## config.mk

```make
export PLATFORM = sky130hd
export DESIGN_NAME = muldiv_sequencer
export DESIGN_NICKNAME = d
export VERILOG_FILES = /design/src/rtl/muldiv_pkg.sv /design/src/rtl/muldiv_iter.sv /design/src/rtl/muldiv_sequencer.sv
export SDC_FILE = /design/constraint.sdc
export NUM_CORES = 1
export LEC_CHECK = 0
export CAP_MARGIN = 20
export CORE_MARGIN = 3
export CORE_UTILIZATION = 54
export DETAILED_ROUTE_END_ITERATION = 7
export PLACE_DENSITY = 0.83
export SLEW_MARGIN = 15
export SYNTH_ARGS = -nofsm -noshare
export SYNTH_HDL_FRONTEND = slang
export SYNTH_HIERARCHICAL = 1
export SYNTH_SLANG_ARGS = --single-unit
```

## constraint.sdc

```tcl
create_clock -name clk -period 4.2 [get_ports clk]
set_clock_uncertainty 0.2 [all_clocks]
set_input_delay 0.63 -clock clk [delete_from_list [all_inputs] [get_ports clk]]
set_output_delay 0.63 -clock clk [all_outputs]
set_load 0.05 [all_outputs]
```

## src/rtl/muldiv_pkg.sv

```systemverilog
// muldiv_pkg: shared op codes, FSM state codes and iteration count for the mul/div unit.
package muldiv_pkg;
    localparam int WIDTH_DEFAULT = 32;
    localparam int ITER = WIDTH_DEFAULT;
    localparam logic [1:0] OP_MULT  = 2'b00;
    localparam logic [1:0] OP_MULTU = 2'b01;
    localparam logic [1:0] OP_DIV   = 2'b10;
    localparam logic [1:0] OP_DIVU  = 2'b11;
    localparam logic [1:0] IDLE = 2'd0;
    localparam logic [1:0] PREP = 2'd1;
    localparam logic [1:0] RUN  = 2'd2;
    localparam logic [1:0] FIX  = 2'd3;
endpackage

```

## src/rtl/muldiv_iter.sv

```systemverilog
// muldiv_iter: one-bit-per-cycle shift-add multiply / restoring divide datapath.
// Ports: clk, rst (async high); load captures unsigned operands a_in/b_in, step runs one
// iteration, mode selects divide (1) or multiply (0); prod is the 2*WIDTH product,
// quo/rem the quotient and remainder.
module muldiv_iter #(
    parameter int WIDTH = 32
) (
    input  logic               clk,
    input  logic               rst,
    input  logic               load,
    input  logic               step,
    input  logic               mode,
    input  logic [WIDTH-1:0]   a_in,
    input  logic [WIDTH-1:0]   b_in,
    output logic [2*WIDTH-1:0] prod,
    output logic [WIDTH-1:0]   quo,
    output logic [WIDTH-1:0]   rem
);
    // acc holds {partial product, multiplier} when multiplying and {0, dividend/quotient}
    // when dividing; opnd is the multiplicand or the divisor.
    logic [2*WIDTH-1:0] acc;
    logic [WIDTH-1:0]   rem_r, opnd;
    logic [WIDTH:0]     sum, shifted, diff;

    always_comb begin
        sum     = {1'b0, acc[2*WIDTH-1:WIDTH]} + (acc[0] ? {1'b0, opnd} : '0);
        shifted = {rem_r, acc[WIDTH-1]};
        // the restored remainder stays below the divisor, so diff[WIDTH] is the borrow
        diff    = shifted - {1'b0, opnd};
    end

    always_ff @(posedge clk or posedge rst) begin
        if (rst) begin
            acc   <= '0;
            rem_r <= '0;
            opnd  <= '0;
        end else if (load) begin
            acc   <= {{WIDTH{1'b0}}, mode ? a_in : b_in};
            opnd  <= mode ? b_in : a_in;
            rem_r <= '0;
        end else if (step) begin
            if (!mode) begin
                acc <= {sum, acc[WIDTH-1:1]};
            end else begin
                acc   <= {acc[2*WIDTH-1:WIDTH], acc[WIDTH-2:0], ~diff[WIDTH]};
                rem_r <= diff[WIDTH] ? shifted[WIDTH-1:0] : diff[WIDTH-1:0];
            end
        end
    end

    assign prod = acc;
    assign quo  = acc[WIDTH-1:0];
    assign rem  = rem_r;
endmodule

```

## src/rtl/muldiv_sequencer.sv

```systemverilog
// muldiv_sequencer: multi-cycle MULT/MULTU/DIV/DIVU unit owning HI/LO, with pipeline stall request.
// Ports: clk, rst (async high); start/op/a/b issue an op in IDLE; mf_req, hi_we/lo_we/wdata are
// MFHI/MFLO and MTHI/MTLO requests; hi/lo architectural registers; busy, done pulse, divz
// (divide by zero, qualifies done), stall_req toward the pipeline controller.
module muldiv_sequencer
    import muldiv_pkg::*;
#(
    parameter int WIDTH = WIDTH_DEFAULT
) (
    input  logic             clk,
    input  logic             rst,
    input  logic             start,
    input  logic [1:0]       op,
    input  logic [WIDTH-1:0] a,
    input  logic [WIDTH-1:0] b,
    input  logic             mf_req,
    input  logic             hi_we,
    input  logic             lo_we,
    input  logic [WIDTH-1:0] wdata,
    output logic [WIDTH-1:0] hi,
    output logic [WIDTH-1:0] lo,
    output logic             busy,
    output logic             done,
    output logic             divz,
    output logic             stall_req
);
    localparam int CW = $clog2(ITER);

    logic [1:0]         state, op_r;
    logic [WIDTH-1:0]   a_r, b_r, a_mag, b_mag, quo, rem, quo_fix, rem_fix;
    logic [2*WIDTH-1:0] prod, prod_fix;
    logic [CW-1:0]      count;
    logic               neg_q, neg_r, is_div, is_signed, bz;

    assign is_div    = op_r[1];
    assign is_signed = ~op_r[0];
    assign bz        = b_r == '0;
    // -0x80000000 wraps to itself, which read as unsigned is the correct magnitude
    assign a_mag     = (is_signed & a_r[WIDTH-1]) ? -a_r : a_r;
    assign b_mag     = (is_signed & b_r[WIDTH-1]) ? -b_r : b_r;
    assign prod_fix  = neg_q ? -prod : prod;
    assign quo_fix   = neg_q ? -quo : quo;
    assign rem_fix   = neg_r ? -rem : rem;
    assign busy      = state != IDLE;
    assign stall_req = busy & (start | mf_req | hi_we | lo_we);

    muldiv_iter #(.WIDTH(WIDTH)) u_iter (
        .clk  (clk),
        .rst  (rst),
        .load (state == PREP),
        .step (state == RUN),
        .mode (is_div),
        .a_in (a_mag),
        .b_in (b_mag),
        .prod (prod),
        .quo  (quo),
        .rem  (rem)
    );

    always_ff @(posedge clk or posedge rst) begin
        if (rst) begin
            state <= IDLE;
            op_r  <= '0;
            a_r   <= '0;
            b_r   <= '0;
            neg_q <= 1'b0;
            neg_r <= 1'b0;
            count <= '0;
            hi    <= '0;
            lo    <= '0;
            done  <= 1'b0;
            divz  <= 1'b0;
        end else begin
            done <= 1'b0;
            divz <= 1'b0;
            case (state)
                IDLE: begin
                    if (start) begin
                        op_r  <= op;
                        a_r   <= a;
                        b_r   <= b;
                        state <= PREP;
                    end else begin
                        if (hi_we) hi <= wdata;
                        if (lo_we) lo <= wdata;
                    end
                end
                PREP: begin
                    neg_q <= is_signed & (a_r[WIDTH-1] ^ b_r[WIDTH-1]);
                    neg_r <= is_signed & a_r[WIDTH-1];
                    count <= '0;
                    state <= RUN;
                end
                RUN: begin
                    count <= count + 1'b1;
                    if (count == CW'(ITER - 1)) state <= FIX;
                end
                default: begin
                    done  <= 1'b1;
                    state <= IDLE;
                    if (!is_div) begin
                        {hi, lo} <= prod_fix;
                    end else if (bz) begin
                        hi   <= a_r;
                        lo   <= '1;
                        divz <= 1'b1;
                    end else begin
                        hi <= rem_fix;
                        lo <= quo_fix;
                    end
                end
            endcase
        end
    end
endmodule

```

==> reports/metrics.cfg, run 1 <==
[power]
pwr_density_cell_mw_per_mm2=921.3
ir_worst_vdd_mv=0.5357
p_leak_uw=0.01009

[layout]
final_layout_size_suffix_gt1_share_pct=9.681
area_growth_pct=16.85
nNetsFinal=2667

[clocking]
cts_buffers=31
clock_path_buffers=3
clk_pin_slew_ns=0.06
clk_latency_ns=0.59
clock_sinks=269
htree_levels=1
cts_tree=yes
cts_root_buffer=clkbuf_16
cts_hold_buf=0

[synthesis]
synthFlopType=dfrtp_1
yosysWarnings=6
synth_top_area_cell=dfrtp_1
synth_nets=2549
syn_area_mm2=0.02035
synthCells=2368
ys_types=74
synth_top_area_share_pct=33.08
ys_seq_area_share_pct=33.08
ys_seq_elements=269
synthArstFlopShare_pct=100.0
avgSynthCellArea_um2=8.594
synth_area_leaders=dfrtp_1 33%, mux2i_1 6.5%, a21oi_1 5.8%
synth_edf_count=0

[global_routing]
grt_first_pass_wirelength_mm=108.6
grt_max_degree=119
grt_overflow=0
antenna_found_initial=1
grt_pass1_vias=18250
grt.total_usage_pct=34.22

[critical_path]
setup.worst_path.start_class=flip-flop
crit_type=reg -> reg
crit_arrival_ns=4.36
end_kind=flip-flop
crit_path_max_fanout=24
required_ns=4.50

[detailed_routing]
drt_wl_total_mm=71.29
vias=19510
wl_per_cell_um=23.64
drt_iter0_markers=2421
ant_nets=0
detail_route.vias_per_cell=6.470
drc=0
firstDrtPassIters=7

[die]
coreArea_mm2=0.03687
dieArea_mm2=0.04005
die_h_um=200.1
rows=70
start_util_pct=55.19
die-width_um=200.1
num_io_pins=172

[timing]
hold_viol=0
fin_hold_ws_ns=0.2911
fmax_ghz=0.2466
slew_headroom_pct=30.45
setup_ws_ns=0.1442
fin_crit_sh_pct=96.57
setup_viol=0
setup_tns_ns=0
min_period_ns=4.056
tightest_slew_ns=1.041
drv_slew=0

[hold_path]
min_path_type=reg -> reg

[placed_design]
port_buffers=171
dp_hpwl_mm=54.52
dp_slack_ns=0.04808
place_congestion=1.079

[job]
drv_cap=0

[run_status]
run_status=finished, final reports clean

-- path summary, 6_finish.rpt --
kind | start | to | slack, ns | depth (start not counted)
worst max-delay path | u_iter/prod[0] | hi[12] | 0.14 | 10
worst max register to register | u_iter/prod[0] | hi[12] | 0.14 | 10
worst min-delay path | hi[9] | hi[9] | 0.29 | 2
worst min register to register | hi[9] | hi[9] | 0.29 | 2
max in group asynchronous | rst | u_iter/prod[12] | 2.46 | 3
min in group asynchronous | rst | hi[23] | 0.42 | 2
-- layout by cell type, fill, tap and decap left out, types with 30 or more instances in the layout --
master           Yosys  final
nor3_1              45     45
and2_1              42     42
buf_4               32     68
ha_1                75     72
or3_1               30     30
xor2_1             109    109
xnor2_1            125    125
a21oi_1            235    232
clkdlybuf4s50_1      0    171
inv_1               75     73
nand2_1            177    176
o21ai_0            140    140
dfrtp_1            269    267
o21ai_1             44     44
mux2_2              69     69
mux2i_1            133    133
clkbuf_16            0     31
o31ai_1             56     55
nor2_1             208    208
nand3_1             33     33
-- synthesized netlist by cell type, drive strengths merged, types with 27 or more instances --
master / instances
nor2: 208
mux2: 70
clkbuf: 111
inv: 75
a21o: 27
mux2i: 133
a21oi: 236
xor2: 109
buf: 54
o31ai: 57
nand3: 33
nor3: 45
and2: 43
nand2: 177
ha: 75
dfrtp: 269
o41ai: 33
xnor2: 125
o21ai: 184
or3: 32
or4: 29
-- layer usage --
| layer | GRT usage (%) | vias to the layer above | routed length [um] |
|---|---|---|---|
| met2 | 52.63 | 1237 | 30770 |
| met3 | 7.411 | 223 | 7702 |
| met1 | 46.43 | 9307 | 28840 |
| li1 | - | 8740 | - |
| met4 | 15.72 | 0 | 3983 |
| met5 | 0 | - | 0 |
-- metrics by stage --
stage,std cells,util (%),total power (uW),area [um2]
2_1_floorplan,2368,-,14220,20360
3_3_place_gp,2952,61.30,18070,22600
3_5_place_dp,2952,61.30,18430,22600
4_1_cts,3009,64.31,21450,23710
5_1_grt,3014,64.49,22990,23780
6_report,3015,64.49,21910,23780
-- power breakdown --
| group | internal, uW | switching, uW | total, uW |
|---|---|---|---|
| logic | 5010 | 8360 | 13400 |
| clock network | 1820 | 1120 | 2940 |
| registers | 3740 | 1850 | 5590 |
| total | 10600 | 11300 | 21900 |
-- sequential cells by signal, indices dropped and copies added (netlist names), 5 cells and up --
register / flops
b_r: 32
count: 5
u_iter/prod: 64
a_r: 32
u_iter/rem: 32
hi: 32
lo: 32
u_iter/opnd: 32
-- cells by family (layout without fill, tap and decap cells) --
family | count (synthesis) | after routing | synth area share [%]
compound gates | 675 | 675 | 20.53
simple gates | 669 | 669 | 15.75
flops | 269 | 269 | 33.08
buf+inv | 241 | 383 | 5.349
xor+xnor | 234 | 234 | 10.07
mux | 203 | 203 | 10.42
fa+ha+maj | 77 | 77 | 4.808
other cells | 0 | 1 | 0
-- final cells by class --
type | count | area [um2]
Clock inverter | 16 | 236.5
Fill cell | 3035 | 13090
Clock buffer | 41 | 873.3
Multi-Input combinational cell | 1858 | 12580
Antenna cell | 1 | 2.502
Sequential cell | 269 | 6736
Inverter | 76 | 292.8
Timing Repair Buffer | 250 | 2425
Tap cell | 504 | 630.6
-- worst max-delay path, cell delays in order, from the launching register on --
cell      delay (ns)
dfrtp_1         0.57
buf_12          0.26
inv_1           0.08
ha_1            0.16
or3b_2          0.48
or2_2           0.38
or4_1           0.81
o31ai_1         0.47
xnor2_1         0.20
a21boi_0        0.14
a31oi_1         0.23
-- repair_timing --
item	in CTS	in global routing
setup buffers	0	4
gates resized for setup	0	7
setup endpoints to repair	0	34
Power figures use the tool's default switching activity.
==> run 2, diff against run 1 <==
- RECOVER_POWER: not set -> 50
==> reports/metrics.cfg, run 2 (same netlist as run 1, synthesis figures left out) <==
[layout]
fin_area_mm2=0.02369
final_layout_size_suffix_gt1_share_pct=9.562
area_growth_pct=16.39
mostFrequentLayoutCells=268 x dfrtp_1, 232 x a21oi_1, 208 x nor2_1, 176 x nand2_1, 162 x clkdlybuf4s50_1
nNetsFinal=2667
largest_reg_flops=64
mostFrequentLayoutCell=dfrtp_1

[clocking]
cts_tree=yes
htree_levels=1
cts_root_buffer=clkbuf_16
clock_path_buffers=3
clk_latency_ns=0.59
cts_buffers=31
clk_pin_slew_ns=0.06
clock_sinks=269

[critical_path]
setup.worst_path.start_class=flip-flop
slowest_delay_ns=0.80
crit_path_max_fanout=24
crit_arrival_ns=4.34
cp_top_family=simple AND/OR/NAND/NOR gates
critPathSlowestCell=or4_1
end_kind=flip-flop
required_ns=4.51
crit_type=reg -> reg
crit_chain=buf_12 > inv_1 > ha_1 > or3b_2 > or2_2 > or4_1 > o31ai_1 > xnor2_1 > a21boi_0 > a31oi_1
path_buf_inv=2

[die]
die-width_um=200.1
coreArea_mm2=0.03687
die_h_um=200.1
start_util_pct=55.19
rows=70
num_io_pins=172
dieArea_mm2=0.04005

[timing]
hold_viol=0
setup_viol=0
drv_slew=292
setup_tns_ns=0
tightest_slew_ns=2.161
fmax_ghz=0.2477
min_period_ns=4.036
slew_headroom_pct=-44.07
fin_crit_sh_pct=96.11

[global_routing]
grt_overflow=0
grt_max_degree=119
grt.total_usage_pct=34.22
grt_first_pass_wirelength_mm=108.6
antenna_found_initial=1
grt_pass1_vias=18250

[detailed_routing]
vias=19490
drt_wl_total_mm=71.25
ant_nets=0
wl_per_cell_um=23.62
firstDrtPassIters=6
drt_iter0_markers=2301
detail_route.vias_per_cell=6.461
drc=0

[placed_design]
port_buffers=171
dp_hpwl_mm=54.52
place_area_mm2=0.02260
place_congestion=1.079

[run_status]
violations=capacitance limit, slew limit
run_status=complete, but fails checks

[power]
ir_worst_vdd_mv=0.5532
p_leak_uw=0.01007
pwr_density_cell_mw_per_mm2=925.5

[hold_path]
min_path_type=reg -> reg

[job]
drv_cap=4

[run 2: changes by cell type in the layout (fill, tap and decap cells not counted), sizes merged]
cell           delta
diode             +2
clkdlybuf4s50     -9
clkbuf            +6
buf               -6
dlygate4sd3       +9
[run 2: path summary, 6_finish.rpt]
kind / cells past startpoint / startpoint / to / slack [ns]
max reg2reg: 10 / u_iter/prod[0] / hi[12] / 0.16
max: 10 / u_iter/prod[0] / hi[12] / 0.16
min reg2reg: 2 / lo[6] / lo[6] / 0.29
min in group asynchronous: 2 / rst / hi[23] / 0.64
min: 2 / lo[6] / lo[6] / 0.29
max in group asynchronous: 3 / rst / u_iter/opnd[23] / 0.88
[run 2: stage by stage]
stage	instances	worst slack (ns)	hold slack, ns	util (%)	total power (uW)
detailed placement	2952	0.04808	0.2677	61.30	18430
floorplan	2368	0.5199	0.2441	-	14220
global placement	2952	0.1281	0.2616	61.30	18070
finish	3017	0.1636	0.2859	64.24	21920
CTS	3009	0.01334	0.2885	64.31	21450
global route	3014	-0.03337	0.3018	64.22	23000
[run 2: final cells by class]
class / count / area [um2]
clock buffers: 41 / 873.3
fillers: 3045 / 13190
flip-flops and latches: 269 / 6733
multi-input cells: 1858 / 12580
diodes: 3 / 7.507
well taps: 504 / 630.6
repair buffers: 250 / 2337
inverters: 76 / 287.8
clock inverters: 16 / 236.5
[run 2: metal layers]
| layer | wire length [um] | vias up | track usage, % |
|---|---|---|---|
| met5 | 0 | - | 0 |
| met4 | 3939 | 0 | 15.72 |
| met3 | 8053 | 223 | 7.411 |
| met2 | 30830 | 1262 | 52.63 |
| met1 | 28430 | 9266 | 46.43 |
| li1 | - | 8741 | - |
[run 2: what timing repair did]
item,CTS,global route
setup endpoints to repair,0,34
hold buffers,0,0
buffers inserted,0,4
gates resized for setup,0,7
[run 2: report_power, final]
part / internal, uW / total (uW) / leakage [uW] / switching [uW]
combinational: 5020 / 13400 / 0.00625 / 8360
clock: 1820 / 2940 / 0.000551 / 1120
sequential: 3740 / 5590 / 0.00327 / 1850
total: 10600 / 21900 / 0.0101 / 11300
[run 2: tightest hold or removal path: stages, from the launching register on]
cell	delay [ns]
dfrtp_1	0.34
nand2_1	0.05
o21ai_0	0.06
